`config.mk`:
```
export PLATFORM = sky130hd
export DESIGN_NAME = pad_out_seq
export DESIGN_NICKNAME = d
export VERILOG_FILES = /design/src/rtl/pad_out_seq_pkg.sv /design/src/rtl/pad_out_seq_sync_2ff.sv /design/src/rtl/pad_out_seq.sv
export SDC_FILE = /design/constraint.sdc
export NUM_CORES = 1
export LEC_CHECK = 0
export BUFFER_PORTS_ARGS = -buffer_cell sky130_fd_sc_hd__clkbuf_2
export CAP_MARGIN = 0
export CORE_MARGIN = 2
export CORE_UTILIZATION = 54
export DETAILED_ROUTE_END_ITERATION = 12
export PLACE_DENSITY_LB_ADDON = 0.2
export SETUP_SLACK_MARGIN = 0.15
export SYNTH_ARGS = -nofsm -noshare
export SYNTH_HDL_FRONTEND = slang
export SYNTH_SLANG_ARGS = --single-unit
```
`constraint.sdc`:
```
create_clock -name clk_i -period 2.2 [get_ports clk_i]
set_input_delay 0.11 -clock clk_i [delete_from_list [all_inputs] [get_ports clk_i]]
set_output_delay 0.11 -clock clk_i [all_outputs]
set_load 0.01 [all_outputs]
```
`src/rtl/pad_out_seq_pkg.sv`:
```
`default_nettype none
// ============================================================================
// Module      : pad_out_seq_pkg
// Description : Shared types for the contention-safe pad output sequencer.
// Revision    : 1.0 - initial release
// ============================================================================
package pad_out_seq_pkg;

    // The pending-request struct is sized by this width; instances must use
    // a matching PADATTR.
    localparam int PADATTR_W = 16;

    typedef enum logic [1:0] {
        IDLE     = 2'd0,
        TURN_OFF = 2'd1,
        TURN_ON  = 2'd2
    } pad_seq_state_e;

    typedef struct packed {
        logic                 val;
        logic                 oe;
        logic [PADATTR_W-1:0] attr;
    } pad_req_t;

endpackage
`default_nettype wire

```
`src/rtl/pad_out_seq_sync_2ff.sv`:
```
`default_nettype none
// ============================================================================
// Module      : sync_2ff
// Description : Single-bit two-flop synchroniser, async active-high reset to 0.
// Revision    : 1.0 - initial release
// ============================================================================
module sync_2ff (
    input  logic clk,
    input  logic rst,
    input  logic i_d,
    output logic o_q
);

    logic r_meta;
    logic r_sync;

    always_ff @(posedge clk or posedge rst) begin
        if (rst) begin
            r_meta <= 1'b0;
            r_sync <= 1'b0;
        end else begin
            r_meta <= i_d;
            r_sync <= r_meta;
        end
    end

    assign o_q = r_sync;

endmodule
`default_nettype wire

```
`src/rtl/pad_out_seq.sv`:
```
`default_nettype none
// ============================================================================
// Module      : pad_out_seq
// Description : Orders pad value/OE/attribute updates so the pad never drives
//               while direction or attributes switch; resyncs pad readback.
// Revision    : 1.0 - initial release
// ============================================================================
module pad_out_seq
    import pad_out_seq_pkg::*;
#(
    parameter int                 PADATTR     = PADATTR_W,
    parameter int                 TURN_CYCLES = 2,
    parameter logic [PADATTR-1:0] ATTR_RESET  = '0
) (
    input  logic               clk_i,
    input  logic               rst_i,
    input  logic               req_valid_i,
    output logic               req_ready_o,
    input  logic               req_val_i,
    input  logic               req_oe_i,
    input  logic [PADATTR-1:0] req_attr_i,
    output logic               busy_o,
    output logic               pad_in_o,
    output logic               pad_oe_o,
    output logic [PADATTR-1:0] pad_attributes_o,
    input  logic               pad_out_i,
    output logic               rd_val_o
);

    localparam int               CNT_W  = $clog2(TURN_CYCLES + 1);
    localparam logic [CNT_W-1:0] C_TURN = CNT_W'(TURN_CYCLES);
    localparam logic [CNT_W-1:0] C_ONE  = CNT_W'(1);

    pad_seq_state_e     r_state, w_state_nxt;
    logic [CNT_W-1:0]   r_cnt, w_cnt_nxt;
    pad_req_t           r_pend, w_pend_nxt;
    logic               r_val, w_val_nxt;
    logic               r_oe, w_oe_nxt;
    logic [PADATTR-1:0] r_attr, w_attr_nxt;
    logic               w_accept;

    assign req_ready_o      = (r_state == IDLE);
    assign busy_o           = (r_state != IDLE);
    assign w_accept         = req_valid_i && req_ready_o;
    assign pad_in_o         = r_val;
    assign pad_oe_o         = r_oe;
    assign pad_attributes_o = r_attr;

    always_ff @(posedge clk_i or posedge rst_i) begin
        if (rst_i) begin
            r_state <= IDLE;
            r_cnt   <= '0;
            r_pend  <= '0;
            r_val   <= 1'b0;
            r_oe    <= 1'b0;
            r_attr  <= ATTR_RESET;
        end else begin
            r_state <= w_state_nxt;
            r_cnt   <= w_cnt_nxt;
            r_pend  <= w_pend_nxt;
            r_val   <= w_val_nxt;
            r_oe    <= w_oe_nxt;
            r_attr  <= w_attr_nxt;
        end
    end

    always_comb begin
        w_state_nxt = r_state;
        w_cnt_nxt   = r_cnt;
        w_pend_nxt  = r_pend;
        w_val_nxt   = r_val;
        w_oe_nxt    = r_oe;
        w_attr_nxt  = r_attr;

        case (r_state)
            IDLE: begin
                if (w_accept) begin
                    w_pend_nxt.val  = req_val_i;
                    w_pend_nxt.oe   = req_oe_i;
                    w_pend_nxt.attr = req_attr_i;
                    if (!r_oe) begin
                        // Pad is not driving: value and attributes may move now.
                        w_val_nxt  = req_val_i;
                        w_attr_nxt = req_attr_i;
                        if (req_oe_i) begin
                            w_state_nxt = TURN_ON;
                            w_cnt_nxt   = C_TURN;
                        end
                    end else if (!req_oe_i || (req_attr_i != r_attr)) begin
                        w_oe_nxt    = 1'b0;
                        w_state_nxt = TURN_OFF;
                        w_cnt_nxt   = C_TURN;
                    end else begin
                        w_val_nxt = req_val_i;
                    end
                end
            end
            TURN_OFF: begin
                w_cnt_nxt = r_cnt - C_ONE;
                if (r_cnt == C_ONE) begin
                    w_val_nxt  = r_pend.val;
                    w_attr_nxt = r_pend.attr;
                    if (r_pend.oe) begin
                        w_state_nxt = TURN_ON;
                        w_cnt_nxt   = C_TURN;
                    end else begin
                        w_state_nxt = IDLE;
                    end
                end
            end
            TURN_ON: begin
                w_cnt_nxt = r_cnt - C_ONE;
                if (r_cnt == C_ONE) begin
                    w_oe_nxt    = 1'b1;
                    w_state_nxt = IDLE;
                end
            end
            default: begin
                w_state_nxt = IDLE;
            end
        endcase
    end

    sync_2ff u_rd_sync (
        .clk (clk_i),
        .rst (rst_i),
        .i_d (pad_out_i),
        .o_q (rd_val_o)
    );

endmodule
`default_nettype wire

```
==> reports/metrics.cfg <==
[timing]
worst_slew_pin_slew_ns = 0.531
min_period_ns = 1.89
finalHoldViolCount = 0
period_share_pct = 85.8
setup-tns-final_ns = 0
maxSlewViolCount = 0
clock_skew_ns = 0.00634
rsz0062_at_grt = false
setup_viol_count_final = 0
slew_headroom_pct = 64.6
max_freq_ghz = 0.530

[hold_path]
min_path_cells = 2
hp-class = input port to flip-flop

[die]
io_pins = 43
die-height_um = 67.1
dieArea_um2 = 4500
initial_utilization_pct = 57.5
die_x_um = 67.1
rows = 22
coreArea_um2 = 3740

[logic_synthesis]
synth_cell_type_count = 34
synth_common_cells = dfrtp_1 (42), a21oi_1 (19), nor2_1 (19)
yosysMostFrequentCell = dfrtp_1
ys.flop_type = dfrtp_1
syn-num-nets = 222
synth_top_area_share_pct = 48.9
synthArstFlopShare_pct = 100
syn_area_um2 = 2150
synth_edf_count = 0
syn_area_per_cell_um2 = 11.0
ys_warn_count = 0
synth_area_leaders = dfrtp_1 (49%), mux2_2 (8.9%), mux2i_1 (7.9%)
synth-seq-area-share_pct = 48.9
synth.largest_area_cell = dfrtp_1
synthCells = 195
ys_seq_elements = 42

[worst_setup_path]
cp_max_fo = 4
cp.arrival_ns = 2.06
path_delay_family = simple AND/OR/NAND/NOR gates
worstPathRequired_ns = 2.37
slowest_stage = dfrtp_1
endpoint_kind = flip-flop
start_kind = flip-flop
path_class = flip-flop to flip-flop
r2r_setup_slack_ns = 0.31
cp_num_cells = 6
rr_worst_depth = 6
slowest_delay_ns = 0.41
timing.critical_path.buf_inv = 1
cp_cell_sequence = inv_1 -> ha_1 -> mux2i_2 -> nor3_1 -> and3_2 -> or3_1

[layout]
nets = 270
area_growth_pct = 18.4
diodes = 0
final_cells = 292
final_layout_size_suffix_gt1_share_pct = 33.2

[placed_design]
dp_hpwl_mm = 2.99
place_congestion = 0.801
io_buffers = 42
dp.cells = 282

[clock_network]
htree_levels = 2
cts-root-buf = clkbuf_8
clkTransAtPathRegs_ns = 0.08
cts_tree = yes
insertion_delay_ns = 0.29
cts_buffers = 5
clock-sinks = 42
cts_setup_buffers = 0
ctsLongestPathBuffers = 2

[outcome]
outcome = finished, final reports clean

[global_routing]
grt_pass1_vias = 1544
grt_max_degree = 43
grt_overflow = 0
grt_first_pass_wirelength_mm = 6.96
track_usage_pct = 20.8
antenna_found_initial = 0

[pwr]
p_per_area_nw_per_um2 = 1470
p_comb_share_pct = 47.9
internal-power_w = 0.00224
leakage_nw = 1.11
p_clk_share_pct = 13.8
p_sw_w = 0.00150
p_seq_share_pct = 38.2
swShare_pct = 40.2
irDropWorstVdd_mv = 0.849

[flow_run]
cap_violations = 0

[route]
ant_nets = 0
vias_per_cell = 5.46
wirelength_mm = 4.20
wl_per_cell_um = 14.4
first_pass_iters = 4
drtIter0Drc = 140
vias = 1593
drc_errors = 0

-- layout make-up --
cell class,count,area (um^2)
inverters,7,26.3
repair buffers,49,268
multi-input cells,138,1050
flip-flops and latches,42,1050
clock buffers,6,82.6
well taps,48,60.1
fillers,316,1200
clock inverters,2,12.5
-- logic make-up (layout without fill, tap and decap cells) --
family	count (synthesis)	count (layout)	synth area share (%)
AOI/OAI and AO/OA	33	33	8.73
xor gates and xnor gates	15	15	6.46
and+or+nand+nor	47	47	11.1
muxes	38	38	19.0
adders and majority gates	5	5	2.91
buffers and inverters	15	64	2.91
DFF	42	42	48.9
-- power by group through the flow --
stage	logic [W]	registers, W	clock network [W]
3_5_place_dp	0.00179	0.00144	0
6_report	0.00179	0.00143	0.000517
2_1_floorplan	0.00123	0.00146	0
5_1_grt	0.00202	0.00148	0.000560
3_3_place_gp	0.00174	0.00142	0
4_1_cts	0.00180	0.00143	0.000526
-- routing by layer --
| metal | global-route usage, % | routed length [um] |
|---|---|---|
| met2 | 34.7 | 2080 |
| met1 | 27.9 | 1940 |
| met3 | 3.04 | 162 |
| met4 | 6.63 | 30 |
| met5 | 0 | 0 |
-- cells in the final DEF (no fill, tap or decap), types with 7 or more instances in the layout --
master / count
inv_1: 7
mux2i_1: 17
clkbuf_2: 42
nor2_1: 19
dfrtp_1: 42
xnor2_1: 13
nand2_1: 9
a21oi_1: 19
mux2_2: 17
-- worst paths after layout --
| kind | from | end |
|---|---|---|
| worst max-delay path | r_state[1] | pad_in_o |
| worst min-delay path | req_val_i | r_pend[17] |
| worst max register to register | r_state[1] | pad_in_o |
| worst min register to register | u_rd_sync.r_meta | u_rd_sync.o_q |
| max in group asynchronous | rst_i | r_pend[14] |
| min in group asynchronous | rst_i | r_pend[4] |
-- through the flow --
step / instance area, um^2 / setup WS [ns] / hold slack [ns] / util [%] / power, W
global placement: 2430 / 0.366 / 0.218 / 64.9 / 0.00317
global route: 2550 / 0.227 / 0.0915 / 68.0 / 0.00406
floorplan: 2150 / 0.377 / 0.141 / - / 0.00269
detailed placement: 2430 / 0.305 / 0.220 / 64.9 / 0.00323
CTS: 2540 / 0.298 / 0.0781 / 67.9 / 0.00375
finish: 2550 / 0.312 / 0.0825 / 68.0 / 0.00374
-- timing repair --
action | in CTS | in global routing
resized for setup | 0 | 1
hold buffers | 2 | 0
endpoints found under the setup margin | 0 | 1
hold endpoints to repair | 43 | 0
-- sequential cells by signal, indices dropped and copies added (netlist names) --
register / cells
pad_attributes_o: 16
r_pend: 18
pad_oe_o: 1
r_state: 2
u_rd_sync.o_q: 1
pad_in_o: 1
r_cnt: 2
u_rd_sync.r_meta: 1
No activity file was read; power rests on OpenSTA's default activity.
